`config.mk`:
```
export PLATFORM = sky130hd
export DESIGN_NAME = hazard_control_unit
export DESIGN_NICKNAME = d
export VERILOG_FILES = /design/src/rtl/hazard_pkg.sv /design/src/rtl/load_use_detect.sv /design/src/rtl/hazard_control_unit.sv
export SDC_FILE = /design/constraint.sdc
export NUM_CORES = 1
export LEC_CHECK = 0
export CAP_MARGIN = 20
export CORE_MARGIN = 5
export CORE_UTILIZATION = 25
export CTS_CLUSTER_DIAMETER = 30
export DETAILED_ROUTE_END_ITERATION = 6
export GPL_TIMING_DRIVEN = 0
export SLEW_MARGIN = 10
export SYNTH_ARGS = -nofsm -noshare
export SYNTH_HDL_FRONTEND = slang
export SYNTH_SLANG_ARGS = --single-unit
```
`constraint.sdc`:
```
create_clock -name clk -period 3.24 [get_ports clk]
set_input_delay 0.648 -clock clk [delete_from_list [all_inputs] [get_ports clk]]
set_output_delay 0.648 -clock clk [all_outputs]
set_load 0.03 [all_outputs]
```
`src/rtl/hazard_pkg.sv`:
```
// Shared definitions for the pipeline hazard controller and the pipeline registers it steers.
package hazard_pkg;

  typedef enum logic {
    RUN  = 1'b0,
    WAIT = 1'b1
  } mem_state_e;

  // x0 is hardwired zero, so a load targeting it never creates a dependency.
  localparam logic [4:0]  REG_ZERO  = 5'd0;
  localparam logic [31:0] NOP_INSTR = 32'h0000_0013;

endpackage

```
`src/rtl/load_use_detect.sv`:
```
// Combinational comparator: does the ID instruction read the register the EX-stage load writes?
module load_use_detect
  import hazard_pkg::*;
(
  input  logic       id_valid,
  input  logic [4:0] id_rs1,
  input  logic [4:0] id_rs2,
  input  logic       id_use_rs1,
  input  logic       id_use_rs2,
  input  logic       ex_ld_valid,
  input  logic [4:0] ex_ld_rd,
  output logic       load_use
);

  logic rs1_hit, rs2_hit;

  assign rs1_hit  = id_use_rs1 && (id_rs1 == ex_ld_rd);
  assign rs2_hit  = id_use_rs2 && (id_rs2 == ex_ld_rd);
  assign load_use = id_valid && ex_ld_valid && (ex_ld_rd != REG_ZERO) && (rs1_hit || rs2_hit);

endmodule

```
`src/rtl/hazard_control_unit.sv`:
```
// Stall/flush/freeze controller beside ID: load-use stalls, taken-branch flushes, memory-wait freezes.
module hazard_control_unit
  import hazard_pkg::*;
#(
  parameter int CNT_W       = 32,
  parameter int MEM_TIMEOUT = 255
) (
  input  logic             clk,
  input  logic             rst_n,
  input  logic             id_valid,
  input  logic [4:0]       id_rs1,
  input  logic [4:0]       id_rs2,
  input  logic             id_use_rs1,
  input  logic             id_use_rs2,
  input  logic [4:0]       id_rd,
  input  logic             id_mem_read,
  input  logic             ex_branch_taken,
  input  logic             dmem_req,
  input  logic             dmem_ready,
  output logic             pc_write,
  output logic             if_id_write,
  output logic             if_id_flush,
  output logic             id_ex_bubble,
  output logic             pipe_freeze,
  output logic [CNT_W-1:0] stall_count,
  output logic             mem_timeout
);

  localparam int WAIT_W = $clog2(MEM_TIMEOUT + 1);
  localparam logic [WAIT_W-1:0] WAIT_MAX = WAIT_W'(MEM_TIMEOUT);

  logic              freeze, load_use;
  logic              ex_ld_valid;
  logic [4:0]        ex_ld_rd;
  mem_state_e        state, state_nxt;
  logic [WAIT_W-1:0] wait_cnt;

  assign freeze = dmem_req && !dmem_ready;

  load_use_detect u_lud (
    .id_valid    (id_valid),
    .id_rs1      (id_rs1),
    .id_rs2      (id_rs2),
    .id_use_rs1  (id_use_rs1),
    .id_use_rs2  (id_use_rs2),
    .ex_ld_valid (ex_ld_valid),
    .ex_ld_rd    (ex_ld_rd),
    .load_use    (load_use)
  );

  // Branch is ignored under freeze: EX is held and re-presents it afterwards.
  always_comb begin
    pc_write     = 1'b1;
    if_id_write  = 1'b1;
    if_id_flush  = 1'b0;
    id_ex_bubble = 1'b0;
    pipe_freeze  = 1'b0;
    if (freeze) begin
      pc_write    = 1'b0;
      if_id_write = 1'b0;
      pipe_freeze = 1'b1;
    end else if (ex_branch_taken) begin
      if_id_flush  = 1'b1;
      id_ex_bubble = 1'b1;
    end else if (load_use) begin
      pc_write     = 1'b0;
      if_id_write  = 1'b0;
      id_ex_bubble = 1'b1;
    end
  end

  // A bubbled slot never becomes a tracked load, so the stall lasts one cycle.
  always_ff @(posedge clk or negedge rst_n) begin
    if (!rst_n) begin
      ex_ld_valid <= 1'b0;
      ex_ld_rd    <= 5'd0;
    end else if (!freeze) begin
      ex_ld_valid <= id_valid && id_mem_read && !id_ex_bubble;
      ex_ld_rd    <= id_rd;
    end
  end

  always_comb begin
    state_nxt = state;
    case (state)
      RUN:     if (freeze) state_nxt = WAIT;
      WAIT:    if (dmem_ready) state_nxt = RUN;
      default: state_nxt = RUN;
    endcase
  end

  always_ff @(posedge clk or negedge rst_n) begin
    if (!rst_n) state <= RUN;
    else        state <= state_nxt;
  end

  // wait_cnt sits at zero in RUN; timeout fires on the edge it reaches MEM_TIMEOUT.
  always_ff @(posedge clk or negedge rst_n) begin
    if (!rst_n) begin
      wait_cnt    <= '0;
      mem_timeout <= 1'b0;
    end else if (state == RUN) begin
      wait_cnt <= '0;
    end else if (!dmem_ready) begin
      if (wait_cnt != WAIT_MAX) wait_cnt <= wait_cnt + WAIT_W'(1);
      if (wait_cnt >= WAIT_MAX - WAIT_W'(1)) mem_timeout <= 1'b1;
    end
  end

  always_ff @(posedge clk or negedge rst_n) begin
    if (!rst_n)
      stall_count <= '0;
    else if (!pc_write && (stall_count != {CNT_W{1'b1}}))
      stall_count <= stall_count + CNT_W'(1);
  end

endmodule

```
==> summary.txt <==
status: finished clean
Max Clock Freq: 328 MHz
initial antenna violation count: 0
asr flop ratio synth: 100%
Worst Setup EP: pipe_freeze
Post-synth top cells: 48 x dfrtp_1, 36 x nand2_1, 29 x xor2_1, 19 x xnor2_1, 16 x nor2_1
setup slack, reg-to-reg: 640 ps
Worst R2R End: stall_count[1]
share of the core filled with cells: 35.3%
Fill cells: 1002
most numerous cell on the critical path: clkdlybuf4s50_1
post-synthesis sequential area ratio: 49.3%
Hold Path Class: in -> async
Avg Cell Area, Syn: 10.2 µm²
# diodes: 0
LEAKAGE: 1.52 nW
Yosys top cell by area: dfrtp_1
Worst Slack Setup Final: 187 ps
Fin. Hold Viols: 0
Levels on crit path: 4
H-tree depth: 2
Crit. End Element: output pin
# nets final: 333
Worst path top cell family by delay: buffers and inverters
reg2reg start: stall_count[0]
CTS buffer count: 5
CP max stage delay: 670 ps
Critical Path AT: 2400 ps
Clock transition at path regs: 90 ps
CP Buf/Inv Count: 3
vias in the first global route: 1977
Setup Total Neg Slack: 0 ps
maximum vdd drop: 0.320 mV
WP data required: 2590 ps
placer congestion estimate: 0.721
Synth Net Count: 265
Root Buffer: clkbuf_8
maxcap violations: 0
setup violators final: 0
Mapped Area: 0.00244 mm²
Synthesis Warnings: 0
Slew Limit Fails: 0
cell area power density: 454 mW/mm²
crit path kind: in -> out
Via-to-Cell Ratio: 4.41
Final Critical Period: 3050 ps
CP Launch Point: dmem_ready
share of cells above drive strength 1: 7.82%
Finished Layout Cells: 440
Worst-Margin Slew: 625 ps
wire length per cell: 13.1 µm
Core Region: 0.00964 mm²
post-route ant nets: 0
Cell variety after synth: 33
row cnt: 36
CTS sink cnt: 48
HPWL after detailed placement: 4.28 mm
RSZ-0062 raised after global routing: no
Post-Syn Instances: 238
cell chain of the critical path: clkdlybuf4s50_1, nand2b_2, clkinvlp_4, clkdlybuf4s50_1
Port-buffer cells: 61
1st-pass router iterations: 4
slew margin rel.: 58.1%
first-pass GRT wire length: 9.48 mm
Initial Util: 25.3%
critical path startpoint category: primary input
period utilization: 94.2%
final setup skew: 9.10 ps
Die X: 109 µm
placed cell area: 0.00323 mm²
Area contributors post-synth: dfrtp_1 49%, xor2_1 10%, xnor2_1 6.8%
CP max-delay cell: clkdlybuf4s50_1
Routed Wire Length: 5.76 mm
DR vias: 1939
count leader, synth: dfrtp_1
post-synth top area share: 49.3%
DRC Markers: 0
placed cells: 433
worst skew pair latency: 300 ps
I/O pin count: 62
R2R cell count: 7
Yosys reg bits: 48
worst hold margin: 313 ps
Longest Clk Path Bufs: 2
EDFF count, synth: 0
area grow syn2layout: 39.8%
final instance area: 0.00341 mm²
crit path max fanout: 11
Die Area: 0.0118 mm²
setup slack at placement: -1050 ps
total power: 1.55 mW
gr usage total: 10.1%
CTS tree: yes
largest net degree at the start of global routing: 28
initial DRC count: 43
GR Overflow Total: 0
Die Span Y: 109 µm
Most used DFF post-synth: dfrtp_1
## cell type report
type,count,area (µm²),area share [%]
flip-flops and latches,48,1200,35.3
multi-input cells,179,1190,34.9
repair buffers,63,628,18.4
well taps,133,166,4.89
clock inverters,3,90.1,2.65
clock buffers,5,68.8,2.02
plain buffers,3,37.5,1.10
inverters,6,26.3,0.771
## logic make-up (layout without fill, tap and decap cells)
family          after synthesis  after routing  share of synthesized area, %
flops                        48             48                          49.3
simple gates                116            116                          24.9
compound gates               11             11                          3.75
buf+inv                      11             80                          2.77
mux                           1              1                         0.462
fa+ha+maj                     3              3                          1.54
xor+xnor                     48             48                          17.3
## worst min path at each step
stage	to	cells after the start	slack [ps]	startpoint
floorplan	ex_ld_rd[0]	0	350	rst_n
global placement	ex_ld_valid	2	470	ex_ld_valid
detailed placement	mem_timeout	1	480	mem_timeout
CTS	ex_ld_rd[0]	1	330	rst_n
global route	ex_ld_rd[0]	1	340	rst_n
finish	ex_ld_rd[0]	1	310	rst_n
## registers in the layout, indices dropped and copies added (netlist names)
register     cells
ex_ld_rd         5
wait_cnt         8
stall_count     32
ex_ld_valid      1
mem_timeout      1
state            1
## power by group
group / switching, mW / leakage [nW] / total, mW / internal, mW
registers: 0.0518 / 0.643 / 0.687 / 0.635
logic: 0.147 / 0.795 / 0.274 / 0.127
clock network: 0.200 / 0.0784 / 0.586 / 0.386
## placed cells by master (no fill, tap or decap), types with 3 or more instances in the layout
cell and count:
and2_1 9, and4_1 5, buf_4 3, bufinv_16 3, clkbuf_8 5, clkdlybuf4s50_1 57
dfrtp_1 48, ha_1 3, inv_1 5, nand2_1 36, nand3_1 10, nand4_1 9
nor2_1 16, nor3_1 8, nor3b_1 3, nor4_1 12, xnor2_1 19, xor2_1 29
## repair_timing
action,CTS,global route
resized for setup,7,2
hold buffers,0,0
endpoints found under the setup margin,4,1
buffers inserted,1,0
## routing by layer
metal / track usage, % / vias up / wire [µm]
met5: 0 / - / 0
met4: 2.98 / 0 / 82
met3: 2.55 / 6 / 325
met2: 16.4 / 48 / 2560
met1: 13.2 / 930 / 2790
li1: - / 955 / -
No activity file was read; power rests on OpenSTA's default activity.
